### config.mk
export PLATFORM = sky130hd
export DESIGN_NAME = dmem_arbiter
export DESIGN_NICKNAME = d
export VERILOG_FILES = /design/src/rtl/dmem_arbiter_pkg.sv /design/src/rtl/dmem_arbiter_rr_arb2.sv /design/src/rtl/dmem_arbiter.sv
export SDC_FILE = /design/constraint.sdc
export NUM_CORES = 1
export LEC_CHECK = 0
export ABC_AREA = 1
export CAP_MARGIN = 20
export CORE_AREA = 5 5 107 109
export DETAILED_ROUTE_END_ITERATION = 10
export DIE_AREA = 0 0 112 114
export HOLD_SLACK_MARGIN = 0.12
export PLACE_DENSITY_LB_ADDON = 0.25
export SYNTH_ARGS = -nofsm -noshare
export SYNTH_HDL_FRONTEND = slang
export SYNTH_SLANG_ARGS = --single-unit
### constraint.sdc
create_clock -name clock -period 1.3 [get_ports clock]
set_input_delay 0.195 -clock clock [delete_from_list [all_inputs] [get_ports clock]]
set_output_delay 0.195 -clock clock [all_outputs]
set_load 0.05 [all_outputs]
### src/rtl/dmem_arbiter_pkg.sv
// Shared constants and types for the data-memory arbiter and its grant generator.
package dmem_arbiter_pkg;

    localparam int unsigned DMEM_ADDR_BITS = 14;
    localparam int unsigned DATA_W         = 32;
    localparam int unsigned BADDR_W        = 32;

    localparam bit PORT_CPU = 1'b0;
    localparam bit PORT_LDR = 1'b1;

    typedef struct packed {
        logic pend;
        logic port;
        logic we;
        logic err;
    } resp_t;

    // Byte address is unusable if it is not word aligned or lies beyond the RAM.
    function automatic logic addr_err(input logic [BADDR_W-1:0] addr, input int unsigned abits);
        return (addr[1:0] != 2'b00) || ((addr >> (abits + 2)) != BADDR_W'(0));
    endfunction

endpackage

### src/rtl/dmem_arbiter_rr_arb2.sv
// Two-requester grant generator: round-robin or fixed priority, one-hot grant.
module dmem_arbiter_rr_arb2
    import dmem_arbiter_pkg::*;
#(
    parameter bit FIXED_PRIO = 1'b0
) (
    input  logic       clock,
    input  logic       reset,
    input  logic [1:0] req,
    output logic [1:0] gnt_c
);

    logic last_grant;

    // On conflict the requester that did not win last time goes first.
    always_comb begin
        gnt_c = 2'b00;
        if (!reset) begin
            case (req)
                2'b01:   gnt_c = 2'b01;
                2'b10:   gnt_c = 2'b10;
                2'b11:   gnt_c = (FIXED_PRIO || (last_grant == PORT_LDR)) ? 2'b01 : 2'b10;
                default: gnt_c = 2'b00;
            endcase
        end
    end

    always_ff @(posedge clock) begin
        if (reset) begin
            last_grant <= PORT_LDR;
        end else if (|gnt_c) begin
            last_grant <= gnt_c[1];
        end
    end

endmodule

### src/rtl/dmem_arbiter.sv
// Shares the single-port data RAM between the CPU port and the debug/loader port,
// rejecting bad addresses and returning one response per accepted request.
module dmem_arbiter
    import dmem_arbiter_pkg::*;
#(
    parameter int unsigned ADDR_BITS  = DMEM_ADDR_BITS,
    parameter bit          FIXED_PRIO = 1'b0
) (
    input  logic                 clock,
    input  logic                 reset,
    input  logic                 p0_req,
    input  logic                 p0_we,
    input  logic [BADDR_W-1:0]   p0_addr,
    input  logic [DATA_W-1:0]    p0_wdata,
    output logic                 p0_gnt,
    output logic                 p0_rvalid,
    output logic                 p0_err,
    output logic [DATA_W-1:0]    p0_rdata,
    input  logic                 p1_req,
    input  logic                 p1_we,
    input  logic [BADDR_W-1:0]   p1_addr,
    input  logic [DATA_W-1:0]    p1_wdata,
    output logic                 p1_gnt,
    output logic                 p1_rvalid,
    output logic                 p1_err,
    output logic [DATA_W-1:0]    p1_rdata,
    output logic                 ram_we,
    output logic [ADDR_BITS-1:0] ram_addr,
    output logic [DATA_W-1:0]    ram_wdata,
    input  logic [DATA_W-1:0]    ram_rdata
);

    logic [1:0]           req_c;
    logic [1:0]           gnt_c;
    logic                 any_gnt_c;
    logic                 sel_c;
    logic                 sel_we_c;
    logic [BADDR_W-1:0]   sel_addr_c;
    logic [DATA_W-1:0]    sel_wdata_c;
    logic                 err_c;
    logic [ADDR_BITS-1:0] ram_addr_q;
    logic [DATA_W-1:0]    ram_wdata_q;
    resp_t                resp_d;
    resp_t                resp_q;
    logic [DATA_W-1:0]    rd_c;

    assign req_c = {p1_req, p0_req};

    dmem_arbiter_rr_arb2 #(
        .FIXED_PRIO (FIXED_PRIO)
    ) u_rr_arb2 (
        .clock (clock),
        .reset (reset),
        .req   (req_c),
        .gnt_c (gnt_c)
    );

    assign p0_gnt    = gnt_c[0];
    assign p1_gnt    = gnt_c[1];
    assign any_gnt_c = |gnt_c;
    assign sel_c     = gnt_c[1];

    // Request fields of whichever port holds the grant.
    always_comb begin
        sel_we_c    = p0_we;
        sel_addr_c  = p0_addr;
        sel_wdata_c = p0_wdata;
        if (sel_c == PORT_LDR) begin
            sel_we_c    = p1_we;
            sel_addr_c  = p1_addr;
            sel_wdata_c = p1_wdata;
        end
    end

    assign err_c = addr_err(sel_addr_c, ADDR_BITS);

    // Address and data follow the grant, and otherwise park on the last granted values.
    assign ram_we    = any_gnt_c & sel_we_c & ~err_c;
    assign ram_addr  = any_gnt_c ? sel_addr_c[ADDR_BITS+1:2] : ram_addr_q;
    assign ram_wdata = any_gnt_c ? sel_wdata_c : ram_wdata_q;

    always_comb begin
        resp_d      = '0;
        resp_d.pend = any_gnt_c;
        resp_d.port = sel_c;
        resp_d.we   = sel_we_c;
        resp_d.err  = err_c;
    end

    always_ff @(posedge clock) begin
        if (reset) begin
            ram_addr_q  <= '0;
            ram_wdata_q <= '0;
            resp_q      <= '0;
        end else begin
            if (any_gnt_c) begin
                ram_addr_q  <= sel_addr_c[ADDR_BITS+1:2];
                ram_wdata_q <= sel_wdata_c;
            end
            resp_q <= resp_d;
        end
    end

    // Response is steered to the owning port only; reset drops anything in flight.
    always_comb begin
        p0_rvalid = 1'b0;
        p0_err    = 1'b0;
        p0_rdata  = '0;
        p1_rvalid = 1'b0;
        p1_err    = 1'b0;
        p1_rdata  = '0;
        rd_c      = (!resp_q.we && !resp_q.err) ? ram_rdata : '0;
        if (resp_q.pend && !reset) begin
            if (resp_q.port == PORT_LDR) begin
                p1_rvalid = 1'b1;
                p1_err    = resp_q.err;
                p1_rdata  = rd_c;
            end else begin
                p0_rvalid = 1'b1;
                p0_err    = resp_q.err;
                p0_rdata  = rd_c;
            end
        end
    end

endmodule
# Word-level counts from Yosys, hierarchy flattened
# Index checks and enable logic that the tools add are counted.
dict set report word_totals {
  reg_bits 51
  in_bits 166
  out_inout_bits 117
}
dict set report op_classes {
  eq_ne 3
  n_mux 21
  bitwise_logic 3
  reduce_logical 9
}
# cell count
set op_table {}
lappend op_table {{32-bit 2-to-1 mux} 8}
lappend op_table {{32-bit nonzero test} 1}
lappend op_table {{14-bit 2-to-1 mux} 1}
lappend op_table {{1-bit 2-to-1 mux} 9}
lappend op_table {{2-bit one-hot mux with 3 select lines} 1}
lappend op_table {{2-bit == test (second input constant)} 2}
lappend op_table {{2-bit 2-to-1 mux} 2}
lappend op_table {{1-bit logical NOT} 3}
lappend op_table {{1-bit AND} 2}
lappend op_table {{2-bit by 1-bit == test with 1-bit output (second input constant)} 1}
lappend op_table {{1-bit logical AND} 2}
lappend op_table {{2-bit nonzero test} 1}
lappend op_table {{2-bit OR reduction} 1}
lappend op_table {{1-bit logical OR} 1}
lappend op_table {{1-bit NOT} 1}

# Depth between registers and ports, before layout
# Gate-level depths: netlist of the first run.
dict set report depth {
  ltp_word 8
  depth_mapped 9
  depth_no_buf 7
}

# Cells and area by module
# From an unflattened synthesis of the first run, not the netlist that was laid out.
dict set report unflattened {
  cells_unflattened 523
  hier_area_um2 3049.2
}
# mod instances cells_per_inst area_per_inst_um2 seq_area_each_um2
set modules_own_cells {}
lappend modules_own_cells {dmem_arbiter 1 510 2977.9 1001.0}
lappend modules_own_cells {dmem_arbiter_rr_arb2 1 13 71.3 20.0}

# Worst setup path after synthesis of the first run
# Ideal clock, no wire load.
dict set report synth_timing {
  path_type {flip-flop to output port}
  start {register resp_q[3] (netlist bit)}
  end {output p0_rdata[10]}
  arrival_ps 2173
  required_time_ps 1105
  slack_ps -1068
  stages_incl_launch_ff 6
  cell_sequence {dfxtp_1 -> nand2_1 -> nor2_1 -> inv_1 -> buf_1 -> nor2_1}
}
dict set report synth_between {
  elab_chain_cells 2
}
# element line
set synth_rtl {}
lappend synth_rtl {{start: declaration} dmem_arbiter.sv:44} ;# resp_t resp_q;
lappend synth_rtl {{start signal: assignment} dmem_arbiter.sv:100} ;# resp_q <= resp_d;
lappend synth_rtl {{1-bit logical AND} dmem_arbiter.sv:113} ;# if (resp_q.pend && !reset) begin
lappend synth_rtl {{32-bit 2-to-1 mux} dmem_arbiter.sv:113}
lappend synth_rtl {{end: declaration} dmem_arbiter.sv:18} ;# output logic [DATA_W-1:0] p0_rdata,
# No other way between the ends.

# Worst setup path after layout of the first run
dict set report layout_timing {
  start {register u_rr_arb2.last_grant}
  end {output ram_addr[2]}
}
dict set report layout_between {
  elab_chain_cells 5
  elab_cells_between_ends 6
  cone_classes {mux (5); reduce/logical (1)}
}
# element line
set layout_rtl {}
lappend layout_rtl {{start: declaration} dmem_arbiter_rr_arb2.sv:13} ;# logic last_grant;
lappend layout_rtl {{start signal: assignment} dmem_arbiter_rr_arb2.sv:32} ;# last_grant <= gnt_c[1];
lappend layout_rtl {{2-bit 2-to-1 mux (*)} dmem_arbiter_rr_arb2.sv:22} ;# 2'b11: gnt_c = (FIXED_PRIO || (last_grant == PORT_LDR)) ? 2'b01 : 2'b10;
lappend layout_rtl {{2-bit one-hot mux with 3 select lines (*)} dmem_arbiter_rr_arb2.sv:19} ;# case (req)
lappend layout_rtl {{2-bit 2-to-1 mux (*)} dmem_arbiter_rr_arb2.sv:18} ;# if (!reset) begin
lappend layout_rtl {{32-bit 2-to-1 mux / 2-bit OR reduction (equally long branches)} {dmem_arbiter.sv:68, dmem_arbiter.sv:60}}
lappend layout_rtl {{14-bit 2-to-1 mux (*)} --}
lappend layout_rtl {{end: declaration} dmem_arbiter.sv:28} ;# output logic [ADDR_BITS-1:0] ram_addr,
# Mark *: on every way between the ends. The rest lies on a longest branch, timed or not.

==> flow_summary.toml, run 1 <==
[outcome]
outcome = "finished, violations left"
violations = "setup timing"

[clocking]
cts_tree = "done"
cts_sinks = 51
ctsRootBufferMaster = "clkbuf_8"
clk_pin_slew_ns = 0.09
htree_num_levels = 2
clk_latency_ns = 0.31
clk_path_buf_depth = 2
numCtsBuffers = 5
ctsHoldBuffers = 0

[worst_setup_path]
r2r_cells = 11
start_kind = "register"
crit_type = "register to primary output"
r2r-start = "u_rr_arb2.last_grant$_SDFFE_PP1N_"
regToRegSetupSlack_ns = -0.25
timing.rr.end = "resp_q[0]$_SDFF_PP0_"
cp_max_fo = 11
cpPeakStageDelay_ns = 0.35
cp_data_arrival_time_ns = 1.73
worstPathCellList = "nand2_4, inv_4, nor2_4, buf_4, buf_8, nand2_1, nand3_1, o21ai_2, inv_2, buf_12"
critPathRequiredTime_ns = 1.11
cp_slowest_cell = "dfxtp_2"
worstSetupEndpointType = "primary output"

[die]
die_h_microns = 114
placementRows = 38
die-area_sq_um = 12770
ioPinCount = 283
dieWidth_microns = 112
start_util_pct = 28.24
core_area_sq_um = 10510

[power]
total_power_mw = 7.147
p_comb_share_pct = 62.2
p_per_area_nw_per_um2 = 730.4
switching_share_pct = 40.98
vdd_drop_max_uv = 726.7
clock_power_share_pct = 12.8
p_seq_share_pct = 25.0
intPower_mw = 4.218
power.switching_mw = 2.929
p_leak_nw = 3.973

[global_route]
grt_max_degree = 49
track_usage_pct = 33.54
antenna_found_initial = 2
overflow = 0
grt_pass1_vias = 5711
grt_pass1_wl_microns = 33290

[sta]
totalNegativeSetupSlack_ns = -60.01
final-hold-violation-count = 0
setup_viol = 137
drv_slew = 0
period_share_pct = 148.0
fmax_ghz = 0.5198
worst_slew_pin_slew_ns = 0.6376
relSlewSlack_pct = 57.50
period_needed_ns = 1.924
grt_setup_unrepaired = "true"
timing.hold.ws_ns = 0.1796
clock_skew_ns = 0.007710
setup_ws_ns = -0.6238

[place]
place_ws_ns = -0.6067
dpl.cell_count = 943
gp_congestion = 0.9118
port_buffers = 282
dp_hpwl_microns = 11610

[logic_synthesis]
synth_edf_count = 0
syn-mean-instance-area_sq_um = 5.696
synth.net_count = 687
synth.top_cells.by_area = "dfxtp_1, nand2_1, nor2_1"
synthArstFlopShare_pct = 0
syn_area_sq_um = 2968
synthTopCellsByCount = "nand2_1, nor2_1, dfxtp_1, inv_1, nand3_1"
synth_top_family_by_area = "simple AND/OR/NAND/NOR gates"
synth_top_area_share_pct = 34.40
ys_seq_area_share_pct = 34.40
synth_top_flop_cell = "dfxtp_1"
synth-xor-area-share_pct = 0
ys_warn_count = 0
synth.area.mux_share_pct = 0
synth-simple-area-share_pct = 44.98
synth_fa_ha_area_share_pct = 0
yosysUniqueCellTypes = 18
synth_compound_area_share_pct = 8.347
synth_seq_cells = 51
syn_inst = 521
yosysTopAreaCell = "dfxtp_1"

[final_layout]
drive_above_1_share_pct = 55.29
fill_cells = 328
stdcell_count = 1013
nets = 1035
ff_latch_area_sq_um = 1032
area_growth_pct = 229.7
multiInputGateArea_sq_um = 3052

[routing]
finalWirelength_microns = 25700
drt_iter0_markers = 317
drc = 0
ant_nets = 0
viasPerCell = 5.326
wl_per_cell_microns = 25.37
dr.pass1.iters = 5
vias = 5395

[worst_hold_path]
min_from = "reset"
hold_depth = 3
whs_endpoint = "u_rr_arb2.last_grant$_SDFFE_PP1N_"
hold_path_class = "input pin to register"

[run]
max-cap-violations = 0
## metrics by stage
step / utilization (%) / area (sq um)
floorplan: - / 3593
global placement: 70.31 / 7388
detailed placement: 70.31 / 7388
CTS: 88.60 / 9310
global route: 93.13 / 9786
finish: 93.13 / 9786
## cell usage in the layout (no fill, tap or decap), drive strengths merged
cell	instances
bufbuf	2
o21ai	46
dlygate4sd2	2
inv	51
clkinvlp	1
clkbuf	8
a21oi	2
clkdlybuf4s50	162
or2	3
nor2	140
o211ai	1
dfxtp	51
diode	3
nand2	140
clkinv	2
nand3	51
buf	208
## how the worst max path moves through the flow
stage,start,end,slack (ns),cells after the start
after global routing,u_rr_arb2.last_grant$_SDFFE_PP1N_,ram_addr[2],-0.70,10
after floorplan,resp_q[3]$_SDFF_PP0_,p0_rdata[10],-0.20,5
final,u_rr_arb2.last_grant$_SDFFE_PP1N_,ram_addr[2],-0.62,10
after CTS,u_rr_arb2.last_grant$_SDFFE_PP1N_,ram_we,-0.56,9
after global placement,p1_req,ram_wdata[0],-0.59,9
after detailed placement,p0_req,ram_we,-0.61,9
## layout make-up
cell class / instances / share of cell area [%]
Tap cell: 140 / 1.790
Sequential cell: 51 / 10.55
Timing Repair Buffer: 375 / 53.42
Antenna cell: 3 / 0.07672
Multi-Input combinational cell: 383 / 31.19
Clock inverter: 1 / 0.05114
Clock buffer: 7 / 0.7800
Inverter: 53 / 2.148
## routing by layer
metal	up-vias	wire length [microns]	GRT usage (%)
met1	2554	8853	34.89
met3	139	2311	9.920
li1	2303	-	-
met4	0	2102	22.04
met5	-	0	0
met2	399	12430	58.83
## registers in the layout (all words and copies together) (netlist names)
signal	flops
u_rr_arb2.last_grant	1
ram_wdata_q	32
ram_addr_q	14
resp_q	4
## worst max-delay path, delay by kind of cell, from the launching register on
kind,cells,cell delay [ns]
AO/OA/AOI/OAI,1,0.08
buffers and inverters,5,0.53
flip-flops,1,0.35
AND/OR/NAND/NOR,4,0.44
## cells by family (layout without fill, tap and decap cells)
group	Yosys count	in the layout
buf+inv	87	436
other cells	0	3
flops	51	51
compound gates	49	49
simple gates	334	334
## repair_timing
action,4_1_cts,5_1_grt
buffers inserted,33,17
endpoints found under the setup margin,163,163
pin swaps,54,21
gates resized for setup,236,86
cloned,12,1
## power by group through the flow
stage / logic, mW / registers, mW / clock network, mW
2_1_floorplan: 1.60 / 1.76 / 0
3_3_place_gp: 3.23 / 1.77 / 0
3_5_place_dp: 3.29 / 1.78 / 0
4_1_cts: 4.06 / 1.76 / 0.949
5_1_grt: 4.58 / 1.79 / 1.01
6_report: 4.44 / 1.79 / 0.918
(Power assumes the default switching activity.)
==> run 2, diff against run 1 <==
--- a/config.mk
+++ b/config.mk
@@ -7,9 +7,14 @@
 export LEC_CHECK = 0
 export ABC_AREA = 1
 export CAP_MARGIN = 20
-export CORE_AREA = 5 5 107 109
+export CELL_PAD_IN_SITES_DETAIL_PLACEMENT = 0
+export CELL_PAD_IN_SITES_GLOBAL_PLACEMENT = 1
+export CORE_ASPECT_RATIO = 2
+export CORE_MARGIN = 5
+export CORE_UTILIZATION = 18
+export CTS_CLUSTER_SIZE = 30
 export DETAILED_ROUTE_END_ITERATION = 10
-export DIE_AREA = 0 0 112 114
+export GPL_TIMING_DRIVEN = 0
 export HOLD_SLACK_MARGIN = 0.12
 export PLACE_DENSITY_LB_ADDON = 0.25
 export SYNTH_ARGS = -nofsm -noshare
==> flow_summary.toml, run 2 (synthesized netlist as in run 1, its figures left out) <==
[sta]
drv_slew = 0
setup_ws_ns = -0.5264
period_share_pct = 140.5
setup_viol = 126
final-hold-violation-count = 0
clock_skew_ns = 0.005461
grt_setup_unrepaired = "true"
period_needed_ns = 1.826
relSlewSlack_pct = 60.73
worst_slew_pin_slew_ns = 0.5890
fmax_ghz = 0.5475

[final_layout]
stdcell_count = 1065
reg.largest.list = "ram_wdata_q x32, ram_addr_q x14, resp_q x4"
layout_commonest_cell = "clkdlybuf4s50_1"
mostFrequentLayoutCells = "clkdlybuf4s50_1, buf_8, nand2_1"
ff_latch_area_sq_um = 1030
fill_cells = 1422
final_area_sq_um = 9143
antenna_cells = 0
nets = 1027
largest_reg_flops = 32
regMostFlops = "ram_wdata_q"
drive_above_1_share_pct = 56.91
multiInputGateArea_sq_um = 3153
area_growth_pct = 208.1

[clocking]
htree_num_levels = 2
ctsRootBufferMaster = "clkbuf_16"
cts_sinks = 51
clk_pin_slew_ns = 0.06
clk_path_buf_depth = 2
numCtsBuffers = 5
cts_tree = "done"
clk_latency_ns = 0.29

[routing]
drt_iter0_markers = 50
dr.pass1.iters = 4
drc = 0
viasPerCell = 4.390
wl_per_cell_microns = 16.58
ant_nets = 0
vias = 4675
finalWirelength_microns = 17660

[die]
start_util_pct = 18.24
ioPinCount = 283
die_h_microns = 191.6
core_area_sq_um = 16270
dieWidth_microns = 100.8
die-area_sq_um = 19310
placementRows = 66

[power]
p_leak_nw = 3.763
p_per_area_nw_per_um2 = 772.6
vdd_drop_max_uv = 1037

[global_route]
grt_max_degree = 16
grt_pass1_wl_microns = 25820
grt_pass1_vias = 4963
overflow = 0
antenna_found_initial = 0
track_usage_pct = 17.15

[run]
max-cap-violations = 0

[worst_setup_path]
cp_slowest_cell = "clkdlybuf4s50_1"
path_buf_inv = 2
start_kind = "input pin"
cp_max_fo = 2
r2r-start = "u_rr_arb2.last_grant$_SDFFE_PP1N_"
worstSetupEndpointType = "primary output"
cp_top_family = "simple AND/OR/NAND/NOR gates"
critPathRequiredTime_ns = 1.11
crit_type = "input pin to primary output"
cpPeakStageDelay_ns = 0.43
cp_data_arrival_time_ns = 1.63
worstPathCellList = "clkdlybuf4s50_1, or2_2, nor2_1, nand3_4, a21oi_4, buf_8"
worstSetupStartpoint = "p0_addr[0]"

[outcome]
violations = "setup timing"
outcome = "finished, violations left"

[place]
gp_congestion = 0.8139
dp_hpwl_microns = 13370
place_area_sq_um = 6671
port_buffers = 282
dpl.cell_count = 1007

[worst_hold_path]
hold_path_class = "input pin to register"
min_from = "reset"
## run 2: final timing paths
check | end | slack, ns | depth (start not counted)
min reg2reg | ram_addr_q[6]$_SDFF_PP0_ | 0.50 | 2
max reg2reg | ram_wdata_q[2]$_SDFF_PP0_ | -0.22 | 12
min | u_rr_arb2.last_grant$_SDFFE_PP1N_ | 0.33 | 3
max | ram_we | -0.53 | 6
## run 2: through the flow
stage | hold WS [ns] | setup WS (ns) | utilization, % | power [mW] | TNS, ns
global placement | 0.4934 | -1.449 | 41.01 | 4.498 | -168.73
detailed placement | 0.4986 | -1.491 | 41.01 | 4.518 | -174.25
global route | 0.3595 | -0.5930 | 56.20 | 7.362 | -56.46
finish | 0.3306 | -0.5264 | 56.20 | 7.063 | -47.04
CTS | 0.3166 | -0.5524 | 51.68 | 6.817 | -51.62
floorplan | 0.3575 | -0.1950 | - | 3.363 | -8.360
## run 2: metal layers
| metal | vias to the layer above | share of wire [%] | global-route usage (%) |
|---|---|---|---|
| met1 | 2143 | 30 | 15.21 |
| met5 | - | 0 | 0 |
| met2 | 224 | 59 | 35.32 |
| met4 | 0 | 3.0 | 6.331 |
| li1 | 2272 | - | - |
| met3 | 36 | 8.6 | 4.144 |
## run 2: where the power goes
part | internal (mW) | switching [mW] | total, mW
Combinational | 1.74 | 2.06 | 3.80
Clock | 0.898 | 0.591 | 1.49
Sequential | 1.70 | 0.0725 | 1.77
Total | 4.34 | 2.72 | 7.06
## run 2: worst register-to-register path, delay by kind of cell, from the launching register on
| kind | cells | cell delay (ns) |
|---|---|---|
| buffers and inverters | 6 | 0.70 |
| AND/OR/NAND/NOR | 5 | 0.36 |
| flip-flops | 1 | 0.34 |
| AO/OA/AOI/OAI | 1 | 0.06 |
## run 2: timing repair
| item | in CTS | in global routing |
|---|---|---|
| hold buffers | 0 | 0 |
| resized for setup | 1057 | 183 |
| gates cloned | 6 | 0 |
| buffers inserted | 34 | 17 |
| pin swaps | 22 | 44 |
| setup endpoints to repair | 166 | 164 |
## run 2: area by class of cell
| type | count | area share, % |
|---|---|---|
| clock inverter | 2 | 0.4106 |
| buffer | 33 | 4.817 |
| multi-input combinational | 383 | 34.49 |
| timing repair buffer | 334 | 42.56 |
| inverter | 53 | 2.299 |
| clock buffer | 5 | 1.369 |
| sequential | 51 | 11.26 |
| tap | 204 | 2.792 |
==> run 3, diff against run 2 <==
--- a/config.mk
+++ b/config.mk
@@ -15,7 +15,7 @@
 export CTS_CLUSTER_SIZE = 30
 export DETAILED_ROUTE_END_ITERATION = 10
 export GPL_TIMING_DRIVEN = 0
-export HOLD_SLACK_MARGIN = 0.12
+export HOLD_SLACK_MARGIN = 0.1
 export PLACE_DENSITY_LB_ADDON = 0.25
 export SYNTH_ARGS = -nofsm -noshare
 export SYNTH_HDL_FRONTEND = slang
==> results of run 3 <==
No change in the layout: final DEF, timing and power equal those of run 2.
